## src/rtl/fetch_unit.sv

```systemverilog
// fetch_unit: instruction-fetch stage and IF/ID pipeline register.
//
// Boots the 32-bit PC from a two-word reset vector at instruction-memory
// addresses 0 (PC[31:16]) and 1 (PC[15:0]). It then fetches one 16-bit word
// per cycle into IF/ID. The word that follows an LDM opcode is tagged as an
// immediate. Stalls, branch redirects, stack-popped return addresses and
// (optionally) interrupts are applied here.
//
// Optional feature: define FETCH_INT_EN to build interrupt support (pending
// flag, acceptance, int_ack). Without it, interrupt is ignored and int_ack
// is tied 0.
//
// Ports:
//   clk, rst          clock, synchronous active-high reset
//   fetch_pc_enable   0 = stall (hold PC, IF/ID and state)
//   pc_sel            00 seq, 01 branch, 10 stack pop, 11 interrupt
//   branch_taken      qualifies pc_sel = 01
//   pc_jmp            branch target
//   pop_pc1/pop_pc2   mem_data carries PC[31:16] / PC[15:0] (pop_pc2 completes)
//   mem_data          data-memory read word
//   interrupt         interrupt request
//   imem_addr         instruction-memory address (combinational read)
//   imem_data         word at imem_addr, same cycle
//   instruction       IF/ID instruction word
//   imm_word          instruction is an LDM immediate
//   pc_next           IF/ID address following instruction (return address)
//   int_ack           one-cycle pulse, interrupt accepted
//   boot_done         PC has been loaded from the reset vector
module fetch_unit (
    input  logic        clk,
    input  logic        rst,
    input  logic        fetch_pc_enable,
    input  logic [1:0]  pc_sel,
    input  logic        branch_taken,
    input  logic [31:0] pc_jmp,
    input  logic        pop_pc1,
    input  logic        pop_pc2,
    input  logic [15:0] mem_data,
    input  logic        interrupt,
    output logic [31:0] imem_addr,
    input  logic [15:0] imem_data,
    output logic [15:0] instruction,
    output logic        imm_word,
    output logic [31:0] pc_next,
    output logic        int_ack,
    output logic        boot_done
);

    localparam logic [4:0]  LdmOpcode = 5'b11000;
    localparam logic [31:0] IntVector = 32'h0000_0002;
    localparam logic [15:0] NopWord   = 16'h0000;

    typedef enum logic [1:0] {StBoot0, StBoot1, StRun, StImm} state_e;

    state_e      state_q, state_d;
    logic [31:0] pc_q, pc_d;
    logic [15:0] pc_hi_q, pc_hi_d;
    logic [15:0] instr_q, instr_d;
    logic        imm_q, imm_d;
    logic [31:0] pc_next_q, pc_next_d;
    logic        boot_done_q, boot_done_d;

    logic        is_ldm;
    logic        pop_redir;
    logic        br_redir;
    logic        int_accept;
    logic [31:0] pc_inc;

    assign is_ldm    = (imem_data[15:11] == LdmOpcode);
    assign pop_redir = pop_pc2 && (pc_sel == 2'b10);
    assign br_redir  = (pc_sel == 2'b01) && branch_taken;
    assign pc_inc    = pc_q + 32'd1;

`ifdef FETCH_INT_EN
    logic int_pend_q, int_pend_d;
    logic int_prev_q;
    logic int_ack_q, int_ack_d;
    logic int_rise;

    assign int_rise = interrupt && !int_prev_q;

    // Never accepted on an LDM word, so an opcode and its immediate are not split.
    assign int_accept = int_pend_q && (state_q == StRun) && !pop_redir && !br_redir &&
                        fetch_pc_enable && !is_ldm;

    always_comb begin
        int_ack_d = int_accept;
        // A rise while already pending merges into the pending request.
        if (int_pend_q) begin
            int_pend_d = !int_accept;
        end else begin
            int_pend_d = int_rise;
        end
    end

    always_ff @(posedge clk) begin
        if (rst) begin
            int_pend_q <= 1'b0;
            int_prev_q <= 1'b0;
            int_ack_q  <= 1'b0;
        end else begin
            int_pend_q <= int_pend_d;
            int_prev_q <= interrupt;
            int_ack_q  <= int_ack_d;
        end
    end

    assign int_ack = int_ack_q;
`else
    logic unused_interrupt;

    assign unused_interrupt = interrupt;
    assign int_accept       = 1'b0;
    assign int_ack          = 1'b0;
`endif

    // State register.
    always_ff @(posedge clk) begin
        if (rst) begin
            state_q     <= StBoot0;
            pc_q        <= 32'd0;
            pc_hi_q     <= 16'd0;
            instr_q     <= NopWord;
            imm_q       <= 1'b0;
            pc_next_q   <= 32'd0;
            boot_done_q <= 1'b0;
        end else begin
            state_q     <= state_d;
            pc_q        <= pc_d;
            pc_hi_q     <= pc_hi_d;
            instr_q     <= instr_d;
            imm_q       <= imm_d;
            pc_next_q   <= pc_next_d;
            boot_done_q <= boot_done_d;
        end
    end

    // Next-state logic.
    always_comb begin
        state_d = state_q;
        unique case (state_q)
            StBoot0: state_d = StBoot1;
            StBoot1: state_d = StRun;
            StRun, StImm: begin
                if (pop_redir || br_redir) begin
                    state_d = StRun;
                end else if (!fetch_pc_enable) begin
                    state_d = state_q;
                end else if (int_accept) begin
                    state_d = StRun;
                end else if ((state_q == StRun) && is_ldm) begin
                    state_d = StImm;
                end else begin
                    state_d = StRun;
                end
            end
            default: state_d = StBoot0;
        endcase
    end

    // Datapath and outputs.
    always_comb begin
        pc_d        = pc_q;
        pc_hi_d     = pc_hi_q;
        instr_d     = instr_q;
        imm_d       = imm_q;
        pc_next_d   = pc_next_q;
        boot_done_d = boot_done_q;
        imem_addr   = pc_q;

        unique case (state_q)
            StBoot0: begin
                imem_addr = 32'd0;
                pc_hi_d   = imem_data;
            end
            StBoot1: begin
                imem_addr   = 32'd1;
                pc_d        = {pc_hi_q, imem_data};
                boot_done_d = 1'b1;
            end
            StRun, StImm: begin
                // The high half of a return address survives stalls.
                if (pop_pc1) begin
                    pc_hi_d = mem_data;
                end
                if (pop_redir) begin
                    pc_d    = {pc_hi_q, mem_data};
                    instr_d = NopWord;
                    imm_d   = 1'b0;
                end else if (br_redir) begin
                    pc_d    = pc_jmp;
                    instr_d = NopWord;
                    imm_d   = 1'b0;
                end else if (!fetch_pc_enable) begin
                    pc_d = pc_q;
                end else if (int_accept) begin
                    pc_d      = IntVector;
                    instr_d   = NopWord;
                    imm_d     = 1'b0;
                    pc_next_d = pc_q;
                end else begin
                    pc_d      = pc_inc;
                    instr_d   = imem_data;
                    imm_d     = (state_q == StImm);
                    pc_next_d = pc_inc;
                end
            end
            default: imem_addr = pc_q;
        endcase
    end

    assign instruction = instr_q;
    assign imm_word    = imm_q;
    assign pc_next     = pc_next_q;
    assign boot_done   = boot_done_q;

endmodule

```

## config.mk

```make
export PLATFORM = sky130hd
export DESIGN_NAME = fetch_unit
export DESIGN_NICKNAME = d
export VERILOG_FILES = /design/src/rtl/fetch_unit.sv
export SDC_FILE = /design/constraint.sdc
export NUM_CORES = 1
export LEC_CHECK = 0
export BUFFER_PORTS_ARGS = -buffer_cell sky130_fd_sc_hd__clkbuf_2
export CORE_ASPECT_RATIO = 1.25
export CORE_UTILIZATION = 50
export DETAILED_ROUTE_END_ITERATION = 6
export GPL_ROUTABILITY_DRIVEN = 0
export HOLD_SLACK_MARGIN = 0.1
export PLACE_DENSITY = 0.83
export SKIP_CTS_REPAIR_TIMING = 1
export SKIP_LAST_GASP = 1
export SLEW_MARGIN = 20
export SYNTH_ARGS = -nofsm -noshare
export SYNTH_HDL_FRONTEND = slang
export SYNTH_SLANG_ARGS = --single-unit
export TNS_END_PERCENT = 30
```

## constraint.sdc

```tcl
create_clock -name clk -period 2.9 [get_ports clk]
set_clock_uncertainty 0.2 [all_clocks]
set_input_delay 0.145 -clock clk [delete_from_list [all_inputs] [get_ports clk]]
set_output_delay 0.145 -clock clk [all_outputs]
set_load 0.005 [all_outputs]
```

==> results of run 1 <==
==> how the worst max path moves through the flow <==
| stage | cells past startpoint | from | endpoint | slack (ps) |
|---|---|---|---|---|
| 5_1_grt | 6 | pc_q[0] | pc_next[24] | 270 |
| 4_1_cts | 5 | pc_q[0] | pc_q[23] | 400 |
| 3_3_place_gp | 5 | pc_q[0] | pc_q[23] | 490 |
| 2_1_floorplan | 6 | pc_q[2] | pc_q[23] | 630 |
| 6_report | 5 | state_q[1] | pc_q[27] | 350 |
| 3_5_place_dp | 5 | pc_q[0] | pc_q[23] | 420 |
==> kinds of logic (layout without fill, tap and decap cells) <==
| kind of cell | count (synthesis) | in the layout | share of synthesized area |
|---|---|---|---|
| and+or+nand+nor | 257 | 257 | 0.251 |
| AOI/OAI and AO/OA | 216 | 216 | 0.266 |
| DFF | 100 | 100 | 0.375 |
| buffers and inverters | 73 | 241 | 0.0532 |
| xor gates and xnor gates | 26 | 26 | 0.0427 |
| muxes | 5 | 5 | 0.00937 |
| adders and majority gates | 1 | 1 | 0.00234 |
| other | 1 | 1 | 0.000702 |
==> worst register-to-register path: cells and delay by family (launching register included) <==
family	cells	cell delay, ps
AOI/OAI and AO/OA	3	790
DFF	1	590
and+or+nand+nor	2	830
==> flip-flops by register name, indices dropped and copies added (netlist names) <==
register	flops
pc_next	32
pc_q	32
instruction	16
pc_hi_q	16
state_q	2
boot_done	1
imm_word	1
==> final cells by class <==
cell class | instances | area (µm²)
Clock buffer | 12 | 256
Clock inverter | 4 | 47.5
Fill cell | 870 | 3390
Inverter | 15 | 56.3
Multi-Input combinational cell | 506 | 3050
Sequential cell | 100 | 2000
Tap cell | 129 | 161
Timing Repair Buffer | 210 | 1290
==> Yosys cell counts (all sizes together) (5+ instances only) <==
| cell type | instances |
|---|---|
| dfxtp | 100 |
| nor2 | 87 |
| a21oi | 69 |
| clkbuf | 49 |
| nand2 | 40 |
| o21ai | 40 |
| a211oi | 29 |
| and2 | 21 |
| a22oi | 19 |
| xnor2 | 19 |
| nand3 | 18 |
| nor3 | 18 |
| nand4 | 17 |
| inv | 14 |
| and4 | 12 |
| nor2b | 11 |
| buf | 9 |
| and3 | 7 |
| nor4 | 7 |
| o31a | 7 |
| o32ai | 7 |
| xor2 | 7 |
| a21o | 5 |
| mux2i | 5 |
| o221ai | 5 |
==> power breakdown <==
| part | leakage (nW) | internal (W) | switching [W] |
|---|---|---|---|
| sequential | 0.819 | 0.00150 | 0.000130 |
| clock | 0.149 | 0.000714 | 0.000521 |
| combinational | 1.84 | 0.000349 | 0.000490 |
| total | 2.80 | 0.00257 | 0.00114 |
==> through the flow <==
| stage | total power [W] | hold slack, ps | utilization | cell area [µm²] |
|---|---|---|---|---|
| after global routing | 0.00385 | 113 | 0.669 | 6870 |
| final | 0.00371 | 58.3 | 0.669 | 6870 |
| after global placement | 0.00239 | 201 | 0.603 | 6180 |
| after detailed placement | 0.00243 | 206 | 0.603 | 6180 |
| after CTS | 0.00364 | -149 | 0.632 | 6490 |
| after floorplan | 0.00213 | 93.3 | - | 5340 |
==> layer usage <==
layer | part of all wire | vias to the layer above
li1 | - | 2817
met1 | 0.38 | 2802
met2 | 0.47 | 395
met3 | 0.094 | 93
met4 | 0.060 | 0
met5 | 0 | -
==> metrics.md, run 1 <==
| Metric | Value |
|---|---|
| Status | finished, final reports clean |
| Global route hottest layer | met2 |
| Buf+Inv Stages, Crit Path | 0 |
| Hold path depth | 4 |
| Layout cells sized above 1 | 0.242 |
| Tmin final | 2550 ps |
| Register bit total from synthesis | 100 |
| Gr ovfl total | 0 |
| Sequential-to-total area share from yosys stat | 0.375 |
| Worst-margin pin slew | 715 ps |
| Synth cell types | 64 |
| Post-synth design cell area | 5340 µm² |
| Max-cap viol count | 0 |
| Clk slew on worst S/H paths | 70 ps |
| Hold endpoint | pc_q[21] |
| Via/cell ratio | 6.26 |
| Per-cell routed wire length | 18.5 µm |
| Area grow syn2layout | 28.6% |
| Lkg Pwr | roughly 2.8 nW |
| CP Launch Type | flop |
| Peak supply drop | around 0.39 mV |
| Routed WL | 18,000 µm |
| Worst Setup End Kind | flop |
| Min-delay src | pc_jmp[21] |
| Setup WS pre-CTS | 419 ps |
| Drt initial violations | around 770 |
| Die ar. | 11,100 µm² |
| Initial antenna violation count | 0 |
| Async SR Flop Fraction | 0 |
| Initial core utilization | 0.520 |
| WP data required | just under 3000 ps |
| Ports | approximately 160 |
| Critical-path cell list | nand4b_1 -> and3_1 -> o32a_1 -> o21ai_0 -> a211oi_1 |
| DP Wirelength | 12,600 µm |
| Vias | around 6,100 |
| Final worst slack | 354 ps |
| Met2 usage in global routing | 0.476 |
| Commonest cells after routing, fill and taps aside | 153 x clkbuf_2, 99 x dfxtp_1, 87 x nor2_1 |
| CTS tree | yes |
| WP data arrival | between 2000 and 3000 ps |
| Critical path's slowest cell | dfxtp_2 |
| Largest net degree at the start of global routing | 48 |
| Num CTS Buffers | 9 |
| Final nets | 916 |
| Endpoints failing setup | 0 |
| H-tree depth | 3 |
| Area share of the largest cell type after synthesis | 0.375 |
| Top_reg_cell synth | dfxtp_1 |
| Worst skew pair latency | 350 ps |
| Longest Clk Path Bufs | 2 |
| R2R Path End | pc_q[27] |
| Met3 usage | 0.0568 |
| Mean post-synth cell area | 7.86 µm² |
| 1st-pass router iterations | 5 |
| Unrepaired setup endpoints after global routing | false |
| CP Max Fanout | 22 |
| Total GRT Usage | 0.309 |
| Dominant cell type by area after synthesis | dfxtp_1 |
| Die Span Y | 118 µm |
| F_max | just under 400 MHz |
| Fin. max-slew vios | 0 |
| Post-synth EDFFs | 0 |
| CP top delay family | simple AND/OR/NAND/NOR gates |
| First-pass GRT wire length | 26,900 µm |
| Remaining DRCs | 0 |
| Root buf cell | clkbuf_16 |
| Die width | 94.4 µm |
| Flop2flop setup slack | 350 ps |
| WS Path Type | flop to flop |
| Final Hold Violating Endpoints | 0 |
| Port bufs | 153 |
| Clk sink count | 100 |
| Max_slew headroom | 0.522 |
| Met1 GRT Util | 0.385 |
| Fin cells | 976 |
| Syn_nets | ~750 |
| Final Cycle Share | 0.878 |
| Area contributors post-synth | dfxtp_1 37%, a21oi_1 6.5%, nor2_1 6.1%, a211oi_1 4.1%, o21ai_0 3.7% |
| Num rows | between 40 and 50 |
| # diodes | 0 |
| Post-Route Setup TNS | 0 ps |
| Remaining antenna violation count | 0 |
| HP Class | primary input to flop |
| Reg2Reg Depth | 5 |
| Ys Warns | 0 |
| Core area | around 10,000 µm² |
| CP max stage delay | 590 ps |
| Pwr Density | about 540 nW/µm² |
| Synthesized netlist cell count | 679 |
| Dpl cells | 922 |
| FF-to-FF Start | state_q[1] |
| Commonest non-fill, non-tap cell in the layout | clkbuf_2 |
| Vias in the first global route | 5,521 |
Note: power is estimated with default switching activity, not from simulation.
==> run 2, diff against run 1 <==
Settings changed: CORE_ASPECT_RATIO 1.25 to not set, TNS_END_PERCENT 30 to not set.
==> metrics.md, run 2 (synthesis results as in run 1) <==
| Metric | Value |
|---|---|
| Status | finished with violations |
| Failing checks | DRC |
| DP Wirelength | 12,700 µm (+1.2%) |
| Core area | 10,300 µm² (+0.62%) |
| Commonest non-fill, non-tap cell in the layout | clkbuf_2 |
| Buf+Inv Stages, Crit Path | 3 (+3) |
| Via/cell ratio | 6.25 (about the same) |
| Final Hold Violating Endpoints | 0 (unchanged) |
| Critical path's slowest cell | dlygate4sd3_1 |
| Critical-path cell list | buf_4 -> a21o_1 -> buf_4 -> nor2_1 -> a311oi_1 -> dlygate4sd3_1 |
| H-tree depth | 3 (unchanged) |
| WP data required | 3020 ps (+110 ps) |
| Root buf cell | clkbuf_8 |
| Per-cell routed wire length | 18.7 µm (+1.2%) |
| Remaining DRCs | 6 (+6) |
| Worst Setup End Kind | flop |
| Die width | 105 µm (+12%) |
| Clk slew on worst S/H paths | 90 ps (+20 ps) |
| FF-to-FF Start | state_q[1] |
| R2R Path End | pc_hi_q[14] |
| # diodes | 0 (unchanged) |
| Largest net degree at the start of global routing | 77 (+60%) |
| Fillers | 858 (-1.4%) |
| CP Max Fanout | 29 (+32%) |
| Initial antenna violation count | 0 (unchanged) |
| Flop pwr share | 0.494 (+0.054) |
| Reg2Reg Depth | 6 (+1) |
| Pwr Density | 485 nW/µm² (-10%) |
| Peak supply drop | 0.302 mV (-22%) |
| Comb pwr share | 0.261 (+0.035) |
| Num CTS Buffers | 9 (unchanged) |
| Routed WL | 18,500 µm (+2.8%) |
| Layout cells sized above 1 | 0.239 (-0.00343) |
| Initial core utilization | 0.517 (-0.00322) |
| CP max stage delay | 590 ps (about the same) |
| Crit path depth | 6 (+1) |
| Dpl cells | 930 (+0.87%) |
| P_sw | 0.00114 W (-0.10%) |
| Met2 layer wire length in the routed design | 8500 µm (+0.40%) |
| F_max | 379 MHz (-3.5%) |
| Worst-margin pin slew | 880 ps (+166 ps) |
| CP Launch Type | flop |
| WS Path Type | flop to flop |
| Total GRT Usage | 0.309 (+0.000582) |
| Clock power share | 0.245 (-0.088) |
| Lkg Pwr | 2.77 nW (-1.2%) |
| HP Class | primary input to flop |
| Flop2flop setup slack | 260 ps (-90 ps) |
| First-pass GRT wire length | 27,100 µm (+0.46%) |
| CP top delay family | buffers and inverters |
| Longest Clk Path Bufs | 2 (unchanged) |
| Remaining antenna violation count | 0 (unchanged) |
| Num rows | 37 (-9.8%) |
| Tmin final | 2640 ps (+93.4 ps) |
| Unrepaired setup endpoints after global routing | false |
| Switch share | 0.345 (+0.0366) |
| Die Span Y | 105 µm (-10%) |
| Min-delay src | pc_jmp[7] |
| CTS tree | yes |
| Final Cycle Share | 0.910 (+0.0322) |
| Clk sink count | 100 (unchanged) |
| Drt initial violations | 685 (-11%) |
| 1st-pass router iterations | 7 (+2) |
| Worst Setup SP | state_q[1] |
| Top sig layer | met4 |
| Fin. max-slew vios | 0 (unchanged) |
| Int Power | 0.00217 W (-15%) |
| Vias in the first global route | 5,338 (-3.3%) |
| Worst skew pair latency | 380 ps (+30 ps) |
| Fin cells | 991 (+1.5%) |
| Commonest cells after routing, fill and taps aside | 153 x clkbuf_2, 99 x dfxtp_1, 87 x nor2_1 |
| Utilization after layout | 0.661 (-0.00886) |
| Cell mode on critical path | buf_4 |
| Gr ovfl total | 0 (unchanged) |
| Area grow syn2layout | 27.7% |
| Final nets | 925 (+0.98%) |
| Die ar. | 11,100 µm² (about the same) |
| Vias | 6,197 (+1.5%) |
| Max-cap viol count | 0 (unchanged) |
| Endpoints failing setup | 0 (unchanged) |
| WP data arrival | 2760 ps (+210 ps) |
| Routed wl met3 | 1990 µm (+18%) |
| M1 WL | 7350 µm (+8.5%) |
| Ports | 156 (unchanged) |
| Crit path to | pc_hi_q[14] |
| Max_slew headroom | 0.413 (-0.109) |
| Port bufs | 153 (unchanged) |
| Post-Route Setup TNS | 0 ps (unchanged) |
run 2: changes by cell type in the layout (fill, tap and decap cells not counted), sizes merged:
cell,previous run,this run
dlygate4sd3,38,46
clkinvlp,1,3
buf,19,20
bufinv,1,0
clkbuf,165,164
clkinv,3,2
run 2: cell type report:
class	instances	area, µm²	area share
multi-input cells	506	3050	0.448
clock inverters	4	27.5	0.00404
well taps	136	170	0.0250
repair buffers	219	1380	0.202
clock buffers	11	131	0.0193
inverters	15	56.3	0.00826
flip-flops and latches	100	2000	0.294
run 2: layer usage:
layer | up-vias | global-route usage
met2 | 468 | 0.488
met5 | - | 0
li1 | 2827 | -
met3 | 62 | 0.0656
met1 | 2840 | 0.403
met4 | 0 | 0.146
run 2: worst min-delay path: stages:
cell      delay, ps
clkbuf_2         70
o21ai_0          80
a21oi_1         120
o221a_2         180
run 2: worst min path at each step:
stage | endpoint | slack (ps) | cells past startpoint
floorplan | instruction[0] | 90 | 2
global placement | instruction[5] | 200 | 3
detailed placement | instruction[8] | 210 | 3
CTS | instruction[8] | -180 | 3
global route | pc_q[7] | 110 | 4
finish | pc_q[7] | 60 | 4
run 2: stage by stage:
step | total power [W] | cell area (µm²) | setup WS, ps | hold slack, ps
finish | 0.00331 | 6820 | 260 | 58.0
global route | 0.00343 | 6820 | 131 | 106
CTS | 0.00320 | 6360 | 404 | -179
detailed placement | 0.00243 | 6200 | 435 | 209
global placement | 0.00240 | 6200 | 515 | 199
floorplan | 0.00213 | 5340 | 633 | 93.3
run 2: power by group through the flow:
stage | combinational, W | sequential, W | clock, W
final | 0.000864 | 0.00163 | 0.000813
after global routing | 0.000926 | 0.00165 | 0.000856
after CTS | 0.000779 | 0.00163 | 0.000798
after detailed placement | 0.000775 | 0.00166 | 0
after global placement | 0.000752 | 0.00165 | 0
after floorplan | 0.000519 | 0.00162 | 0
